===== src/rtl/accel_softreg_ctrl.sv =====
// accel_softreg_ctrl
//   Soft-register front end for an AMI-attached accelerator. Decodes softreg
//   reads/writes, sequences the accelerator through IDLE/START/RUN/HALT,
//   relocates per-channel memory requests by BASE, enforces a LIMIT window,
//   and runs a watchdog on the RUN cycle count.
//
// Ports
//   clk, reset           : clock, synchronous active-high reset
//   sr_req_*             : softreg request (valid/write/addr/data)
//   sr_resp_valid/data   : read response, one cycle after the read request
//   acc_start, acc_halt  : start pulse / halt level to the accelerator
//   acc_done             : completion pulse from the accelerator
//   acc_req_valid/addr   : per-channel window-relative requests from the core
//   acc_req_grant        : grant back to the core
//   mem_req_valid/addr   : relocated requests to memory
//   mem_req_grant        : grant from memory
module accel_softreg_ctrl #(
    parameter int unsigned NUM_CH     = 2,
    parameter int unsigned ADDR_W     = 64,
    parameter int unsigned REG_ADDR_W = 32,
    parameter int unsigned CNT_W      = 64
) (
    input  logic                     clk,
    input  logic                     reset,
    input  logic                     sr_req_valid,
    input  logic                     sr_req_write,
    input  logic [REG_ADDR_W-1:0]    sr_req_addr,
    input  logic [63:0]              sr_req_data,
    output logic                     sr_resp_valid,
    output logic [63:0]              sr_resp_data,
    output logic                     acc_start,
    output logic                     acc_halt,
    input  logic                     acc_done,
    input  logic [NUM_CH-1:0]        acc_req_valid,
    input  logic [NUM_CH*ADDR_W-1:0] acc_req_addr,
    output logic [NUM_CH-1:0]        acc_req_grant,
    output logic [NUM_CH-1:0]        mem_req_valid,
    output logic [NUM_CH*ADDR_W-1:0] mem_req_addr,
    input  logic [NUM_CH-1:0]        mem_req_grant
);

    typedef enum logic [1:0] {
        StIdle  = 2'd0,
        StStart = 2'd1,
        StRun   = 2'd2,
        StHalt  = 2'd3
    } state_e;

    localparam logic [REG_ADDR_W-1:0] AddrCtrl    = REG_ADDR_W'(32'h00);
    localparam logic [REG_ADDR_W-1:0] AddrBase    = REG_ADDR_W'(32'h08);
    localparam logic [REG_ADDR_W-1:0] AddrLimit   = REG_ADDR_W'(32'h10);
    localparam logic [REG_ADDR_W-1:0] AddrTimeout = REG_ADDR_W'(32'h18);
    localparam logic [REG_ADDR_W-1:0] AddrCycles  = REG_ADDR_W'(32'h20);
    localparam int unsigned           ReqCntBase  = 32'h28;

    state_e state_q, state_d;

    logic [ADDR_W-1:0] base_q, base_d;
    logic [ADDR_W-1:0] limit_q, limit_d;
    logic [CNT_W-1:0]  timeout_q, timeout_d;
    logic [CNT_W-1:0]  cycles_q, cycles_d;
    logic [CNT_W-1:0]  reqcnt_q [NUM_CH];
    logic [CNT_W-1:0]  reqcnt_d [NUM_CH];
    logic              done_q, done_d;
    logic              fault_q, fault_d;
    logic              tmo_q, tmo_d;
    logic [7:0]        fault_ch_q, fault_ch_d;
    logic              resp_valid_q, resp_valid_d;
    logic [63:0]       resp_data_q, resp_data_d;

    logic        wr_en, rd_en, ctrl_wr;
    logic        start_cmd, abort_cmd, clear_cmd;
    logic        in_run;
    logic        fault_hit;
    logic [7:0]  fault_ch_now;
    logic        timeout_hit;
    logic [63:0] rd_data;

    // ------------------------------------------------------------------
    // Softreg command decode
    // ------------------------------------------------------------------
    assign wr_en     = sr_req_valid & sr_req_write;
    assign rd_en     = sr_req_valid & ~sr_req_write;
    assign ctrl_wr   = wr_en && (sr_req_addr == AddrCtrl);
    assign start_cmd = ctrl_wr & sr_req_data[0];
    assign abort_cmd = ctrl_wr & sr_req_data[1];
    assign clear_cmd = ctrl_wr & sr_req_data[2];
    assign in_run    = (state_q == StRun);

    // Bounds check; the lowest faulting channel is reported.
    always_comb begin
        fault_hit    = 1'b0;
        fault_ch_now = '0;
        for (int c = 0; c < NUM_CH; c++) begin
            if (!fault_hit && in_run && (limit_q != '0) && acc_req_valid[c] &&
                (acc_req_addr[c*ADDR_W +: ADDR_W] >= limit_q)) begin
                fault_hit    = 1'b1;
                fault_ch_now = 8'(c);
            end
        end
    end

    // Fires in the RUN cycle that brings CYCLES up to TIMEOUT.
    assign timeout_hit = in_run && (timeout_q != '0) && ((cycles_q + CNT_W'(1)) == timeout_q);

    // ------------------------------------------------------------------
    // Request relocation and gating
    // ------------------------------------------------------------------
    always_comb begin
        mem_req_valid = '0;
        mem_req_addr  = '0;
        for (int c = 0; c < NUM_CH; c++) begin
            mem_req_addr[c*ADDR_W +: ADDR_W] = acc_req_addr[c*ADDR_W +: ADDR_W] + base_q;
            mem_req_valid[c] = acc_req_valid[c] && in_run && !fault_hit;
        end
    end

    assign acc_req_grant = mem_req_grant & mem_req_valid;

    // ------------------------------------------------------------------
    // FSM: state register
    // ------------------------------------------------------------------
    always_ff @(posedge clk) begin
        if (reset) begin
            state_q <= StIdle;
        end else begin
            state_q <= state_d;
        end
    end

    // FSM: next state. Priority in RUN is fault > timeout > done > abort/clear.
    always_comb begin
        state_d = state_q;
        unique case (state_q)
            StIdle: begin
                if (start_cmd) state_d = StStart;
            end
            StStart: begin
                state_d = StRun;
            end
            StRun: begin
                if (fault_hit || timeout_hit) begin
                    state_d = StHalt;
                end else if (acc_done) begin
                    state_d = StIdle;
                end else if (abort_cmd || clear_cmd) begin
                    state_d = StIdle;
                end
            end
            StHalt: begin
                if (abort_cmd || clear_cmd) state_d = StIdle;
            end
            default: state_d = StIdle;
        endcase
    end

    // FSM: outputs
    always_comb begin
        acc_start = (state_q == StStart);
        acc_halt  = (state_q == StHalt);
    end

    // ------------------------------------------------------------------
    // Registers, sticky status and counters
    // ------------------------------------------------------------------
    always_comb begin
        base_d     = base_q;
        limit_d    = limit_q;
        timeout_d  = timeout_q;
        cycles_d   = cycles_q;
        done_d     = done_q;
        fault_d    = fault_q;
        tmo_d      = tmo_q;
        fault_ch_d = fault_ch_q;
        for (int c = 0; c < NUM_CH; c++) begin
            reqcnt_d[c] = reqcnt_q[c];
        end

        // Window and watchdog configuration is frozen outside IDLE.
        if (wr_en && (state_q == StIdle)) begin
            if (sr_req_addr == AddrBase)    base_d    = sr_req_data[ADDR_W-1:0];
            if (sr_req_addr == AddrLimit)   limit_d   = sr_req_data[ADDR_W-1:0];
            if (sr_req_addr == AddrTimeout) timeout_d = sr_req_data[CNT_W-1:0];
        end

        if (clear_cmd) begin
            done_d     = 1'b0;
            fault_d    = 1'b0;
            tmo_d      = 1'b0;
            fault_ch_d = '0;
        end

        unique case (state_q)
            StStart: begin
                cycles_d   = '0;
                done_d     = 1'b0;
                fault_d    = 1'b0;
                tmo_d      = 1'b0;
                fault_ch_d = '0;
                for (int c = 0; c < NUM_CH; c++) begin
                    reqcnt_d[c] = '0;
                end
            end
            StRun: begin
                if (cycles_q != '1) cycles_d = cycles_q + CNT_W'(1);
                // Event bits override a same-cycle clear.
                if (fault_hit) begin
                    fault_d    = 1'b1;
                    fault_ch_d = fault_ch_now;
                end else if (timeout_hit) begin
                    tmo_d = 1'b1;
                end else if (acc_done) begin
                    done_d = 1'b1;
                end
                for (int c = 0; c < NUM_CH; c++) begin
                    if (mem_req_valid[c] && mem_req_grant[c] && (reqcnt_q[c] != '1)) begin
                        reqcnt_d[c] = reqcnt_q[c] + CNT_W'(1);
                    end
                end
            end
            default: ;
        endcase
    end

    // ------------------------------------------------------------------
    // Read mux and response register
    // ------------------------------------------------------------------
    always_comb begin
        rd_data = '0;
        case (sr_req_addr)
            AddrCtrl:    rd_data = {48'd0, fault_ch_q, 2'b00, state_q, 1'b0, tmo_q, fault_q, done_q};
            AddrBase:    rd_data = 64'(base_q);
            AddrLimit:   rd_data = 64'(limit_q);
            AddrTimeout: rd_data = 64'(timeout_q);
            AddrCycles:  rd_data = 64'(cycles_q);
            default: begin
                for (int c = 0; c < NUM_CH; c++) begin
                    if (sr_req_addr == REG_ADDR_W'(ReqCntBase + 32'(c) * 32'd8)) begin
                        rd_data = 64'(reqcnt_q[c]);
                    end
                end
            end
        endcase
    end

    always_comb begin
        resp_valid_d = rd_en;
        resp_data_d  = rd_en ? rd_data : '0;
    end

    assign sr_resp_valid = resp_valid_q;
    assign sr_resp_data  = resp_data_q;

    always_ff @(posedge clk) begin
        if (reset) begin
            base_q       <= '0;
            limit_q      <= '0;
            timeout_q    <= '0;
            cycles_q     <= '0;
            done_q       <= 1'b0;
            fault_q      <= 1'b0;
            tmo_q        <= 1'b0;
            fault_ch_q   <= '0;
            resp_valid_q <= 1'b0;
            resp_data_q  <= '0;
            for (int c = 0; c < NUM_CH; c++) begin
                reqcnt_q[c] <= '0;
            end
        end else begin
            base_q       <= base_d;
            limit_q      <= limit_d;
            timeout_q    <= timeout_d;
            cycles_q     <= cycles_d;
            done_q       <= done_d;
            fault_q      <= fault_d;
            tmo_q        <= tmo_d;
            fault_ch_q   <= fault_ch_d;
            resp_valid_q <= resp_valid_d;
            resp_data_q  <= resp_data_d;
            for (int c = 0; c < NUM_CH; c++) begin
                reqcnt_q[c] <= reqcnt_d[c];
            end
        end
    end

endmodule


===== config.mk =====
export PLATFORM = sky130hd
export DESIGN_NAME = accel_softreg_ctrl
export DESIGN_NICKNAME = d
export VERILOG_FILES = /design/src/rtl/accel_softreg_ctrl.sv
export SDC_FILE = /design/constraint.sdc
export NUM_CORES = 2
export LEC_CHECK = 0
export CAP_MARGIN = 20
export CORE_MARGIN = 1
export CORE_UTILIZATION = 60
export CTS_CLUSTER_DIAMETER = 80
export DETAILED_ROUTE_END_ITERATION = 8
export DONT_BUFFER_PORTS = 1
export PLACE_DENSITY = 0.76
export SLEW_MARGIN = 20
export SYNTH_ARGS = -nofsm -noshare
export SYNTH_HDL_FRONTEND = slang
export SYNTH_SLANG_ARGS = --single-unit

===== constraint.sdc =====
create_clock -name clk -period 5.5 [get_ports clk]
set_input_delay 0.825 -clock clk [delete_from_list [all_inputs] [get_ports clk]]
set_output_delay 0.825 -clock clk [all_outputs]
set_load 0.02 [all_outputs]

==> impl_summary.txt <==
----------------------------------------------------
[Outcome]
  Status ... finished clean

[Placement]
  Global placement routability congestion ... 1.010
  Worst setup slack before clock tree synthesis ... 0.2244 ns
  Half-perimeter wire length after placement ... 91950 microns
  Number of buffer cells added on primary ports ... 0

[Global route]
  Global route overflow ... 0
  Via count of the first global-routing pass ... 30040
  Tot GR Track Use ... 41.56%
  First-pass GRT wire length ... 181600 microns
  Antenna violations before repair ... 0
  Largest net degree at the start of global routing ... 293

[Route]
  Final wirelength ... 120300 microns
  DRC ... 0
  Pre-antenna DRT Iters ... 8
  Number of design-rule violations left by the first detailed-router iteration ... 4037
  Wire length per cell after detailed routing ... 24.44 microns
  Via Count ... 33560
  Number of vias per cell after detailed routing ... 6.821
  Post-route ant nets ... 0

[Timing]
  Setup repair after global routing missed its margin ... no
  Fraction of the cycle the final worst path needs ... 99.10%
  Slew headroom ... 7.998%
  Minimum period implied by the final worst setup slack ... 5.450 ns
  Worst Slack Setup Final ... 0.04960 ns
  Transition time at the pin with the least slew margin ... 1.380 ns
  Setup TNS after final layout ... 0 ns
  Final setup skew ... 0.01301 ns
  Maximum frequency from static timing analysis ... 183.5 MHz
  Max-slew violation total from the final report ... 0
  Total setup violations reported at the end of the flow ... 0
  Final Hold Violating Endpoints ... 0

[Setup path]
  Required arrival time at the worst endpoint ... 4.68 ns
  CP startpoint kind ... register
  FF-to-FF path depth ... 14
  Cell breakdown of the critical path ... inv_1 > ha_1 > a211oi_1 > o21a_1 > o21ai_0 > a211oi_1 > buf_4 > o21ai_0 > a221o_1 > a211oi_2 > buf_12 > nor2b_1 > and2_1
  Arrival time at the worst endpoint ... 4.63 ns
  Reg2reg start ... limit_q[16]$_SDFFE_PP0P_
  Critical R2R Capture ... reqcnt_q[0][79]$_SDFFE_PP0P_
  Endpoint kind of the worst setup timing path ... output pin
  Max FO, Critical Path ... 13
  Maximum single-stage delay on the critical path ... 0.62 ns
  Register-to-Register Setup Slack ... 0.69 ns
  Slowest stage cell on the critical path ... sky130_fd_sc_hd__dfxtp_1
  Type of the worst setup path ... reg -> out

[Finish]
  Most frequent cells in the layout ... sky130_fd_sc_hd__nand2_1, sky130_fd_sc_hd__dfxtp_1, sky130_fd_sc_hd__a21oi_1
  Fill cell total of the finished layout ... 4717
  Most frequent standard cell in the layout excluding fill and tap cells ... sky130_fd_sc_hd__nand2_1
  Diodes inserted ... 0
  Signed area change from the synthesized netlist to the final layout ... 7.263%
  Final nets ... 4683
  Area used by multi-input combinational logic ... 0.02199 sq mm
  Fraction of layout instances using a drive strength above 1 ... 5.303%
  Sequential standard cell area ... 0.009249 sq mm

[Power]
  Worst VDD drop ... 0.2379 mV
  Power per cell area ... 223.8 mW/mm^2
  Pleak ... 12.97 nW
  Pwr Total ... 7.850 mW

[Clock tree]
  Number of CTS-inserted buffers ... 50
  Maximum count of clock buffers along a single path ... 3
  Clock tree sinks ... 462
  Clk Tree Root Cell ... sky130_fd_sc_hd__clkbuf_16
  Number of levels the H-tree was split into ... 2
  Latest clock arrival within the worst-skew pair ... 0.59 ns
  Setup repair bufs after CTS ... 0
  Post-CTS clock slew at the launch and capture registers of the worst setup and hold paths ... 0.06 ns
  TritonCTS clock tree ... done

[Floorplanning]
  Boundary Pins ... 432
  Effective utilization at floorplan ... 60.76%
  Die Footprint ... 0.05543 sq mm
  Row cnt ... 85
  Placeable Area ... 0.05381 sq mm
  Die Span Y ... 235.4 microns
  X dimension of the die ... 235.4 microns

[Synth]
  Number of enable-type register cells in the synthesized netlist ... 0
  Ys flop type ... sky130_fd_sc_hd__dfxtp_1
  Share of flip-flops with an asynchronous set or reset after synthesis ... 0%
  Net count after synthesis ... 4811
  Synthesized flop and latch total ... 462
  Post-synthesis cell area ... 0.03270 sq mm
  Gate count of the mapped netlist ... 4314
  Post-synth cell types ... 87
  Yosys synthesis warning count ... 0
  Register area share after synthesis ... 28.29%
  Synth Area per Inst ... 7.579 sq um

[Flow run]
  Max Cap Violations ... 0

[Hold path]
  Class of the most critical hold timing path ... in -> reg
  Sink of the worst hold path ... reqcnt_q[0][4]$_SDFFE_PP0P_
  Cell depth of the worst hold path ... 1
  Hold path startpoint ... reset

----------------------------------------------------
worst max path at each step:
| stage | slack, ns | end | cells past startpoint | from |
|---|---|---|---|---|
| finish | 0.05 | acc_req_grant[0] | 13 | limit_q[16]$_SDFFE_PP0P_ |
| detailed placement | 0.22 | mem_req_addr[122] | 15 | acc_req_addr[64] |
| global route | 0.05 | mem_req_addr[127] | 13 | base_q[6]$_SDFFE_PP0P_ |
| floorplan | 0.84 | mem_req_addr[63] | 13 | acc_req_addr[31] |
| global placement | 0.24 | mem_req_addr[122] | 15 | acc_req_addr[64] |
| CTS | 0.08 | mem_req_addr[122] | 13 | base_q[5]$_SDFFE_PP0P_ |
cells in the mapped netlist (102+ instances only):
master	n	share of area, %
sky130_fd_sc_hd__o21ai_0	160	2.4
sky130_fd_sc_hd__nand2_1	634	7.3
sky130_fd_sc_hd__nand4_1	113	2.2
sky130_fd_sc_hd__a21o_1	120	2.8
sky130_fd_sc_hd__clkbuf_1	216	2.5
sky130_fd_sc_hd__ha_1	262	10
sky130_fd_sc_hd__nand3_1	128	2.0
sky130_fd_sc_hd__inv_1	138	1.6
sky130_fd_sc_hd__xor2_1	108	2.9
sky130_fd_sc_hd__xnor2_1	187	5.0
sky130_fd_sc_hd__a22oi_1	166	3.8
sky130_fd_sc_hd__nor3_1	102	1.6
sky130_fd_sc_hd__dfxtp_1	462	28
sky130_fd_sc_hd__a21oi_1	462	7.1
sky130_fd_sc_hd__nor2_1	283	3.2
cell type report:
class	instances	share of cell area [%]
tap	696	2.483
sequential	462	26.37
timing repair buffer	84	2.012
clock inverter	16	0.7955
multi-input combinational	3449	62.70
inverter	139	1.488
clock buffer	74	4.149
report_power, final:
part / internal, mW / leakage (nW) / switching [mW]
Combinational: 0.261 / 8.41 / 0.632
Sequential: 3.35 / 3.72 / 0.0114
Clock: 2.16 / 0.844 / 1.43
cells by family (layout without fill, tap and decap cells):
kind of cell / count (synthesis) / after routing / synth area share [%]
AOI/OAI and AO/OA: 1223 / 1223 / 23.68
xor gates and xnor gates: 295 / 295 / 7.902
adders and majority gates: 264 / 264 / 10.15
buffers and inverters: 403 / 313 / 4.756
DFF: 462 / 462 / 28.29
muxes: 13 / 13 / 0.4286
and+or+nand+nor: 1654 / 1654 / 24.80
registers in the layout (all words and copies together), names as in the netlist:
register	flops
fault_q	1
limit_q	64
reqcnt_q	128
sr_resp_data	64
tmo_q	1
done_q	1
state_q	2
fault_ch_q	8
cycles_q	64
sr_resp_valid	1
timeout_q	64
base_q	64
routing by layer:
layer  track usage [%]  part of all wire (%)  vias to the layer above
met3             7.669                    10                      304
met5                 0                     0                        -
li1                  -                     -                    15480
met2             64.74                    44                     1948
met1             55.88                    40                    15830
met4             18.54                   4.9                        0
worst max-delay path, delay by kind of cell (launching register included):
| kind | cells | cell delay, ns |
|---|---|---|
| adders and majority gates | 1 | 0.22 |
| AOI/OAI and AO/OA | 7 | 2.15 |
| DFF | 1 | 0.62 |
| buffers and inverters | 3 | 0.55 |
| and+or+nand+nor | 2 | 0.50 |
repair_timing:
| action | CTS | global route |
|---|---|---|
| resized for setup | 1 | 8 |
| hold buffers | 0 | 0 |
| pin swaps | 0 | 0 |
| setup endpoints to repair | 1 | 9 |
| cloned | 0 | 0 |
through the flow:
| step | utilization, % | cell area [sq um] | hold WS, ns | cells |
|---|---|---|---|---|
| final | 65.17 | 35070 | 0.3473 | 4920 |
| after CTS | 65.10 | 35030 | 0.3189 | 4920 |
| after floorplan | - | 32700 | 0.4305 | 4314 |
| after global placement | 61.86 | 33290 | 0.4418 | 4830 |
| after detailed placement | 61.86 | 33290 | 0.4514 | 4830 |
| after global routing | 65.17 | 35070 | 0.3163 | 4920 |
No activity file was read; power rests on OpenSTA's default activity.
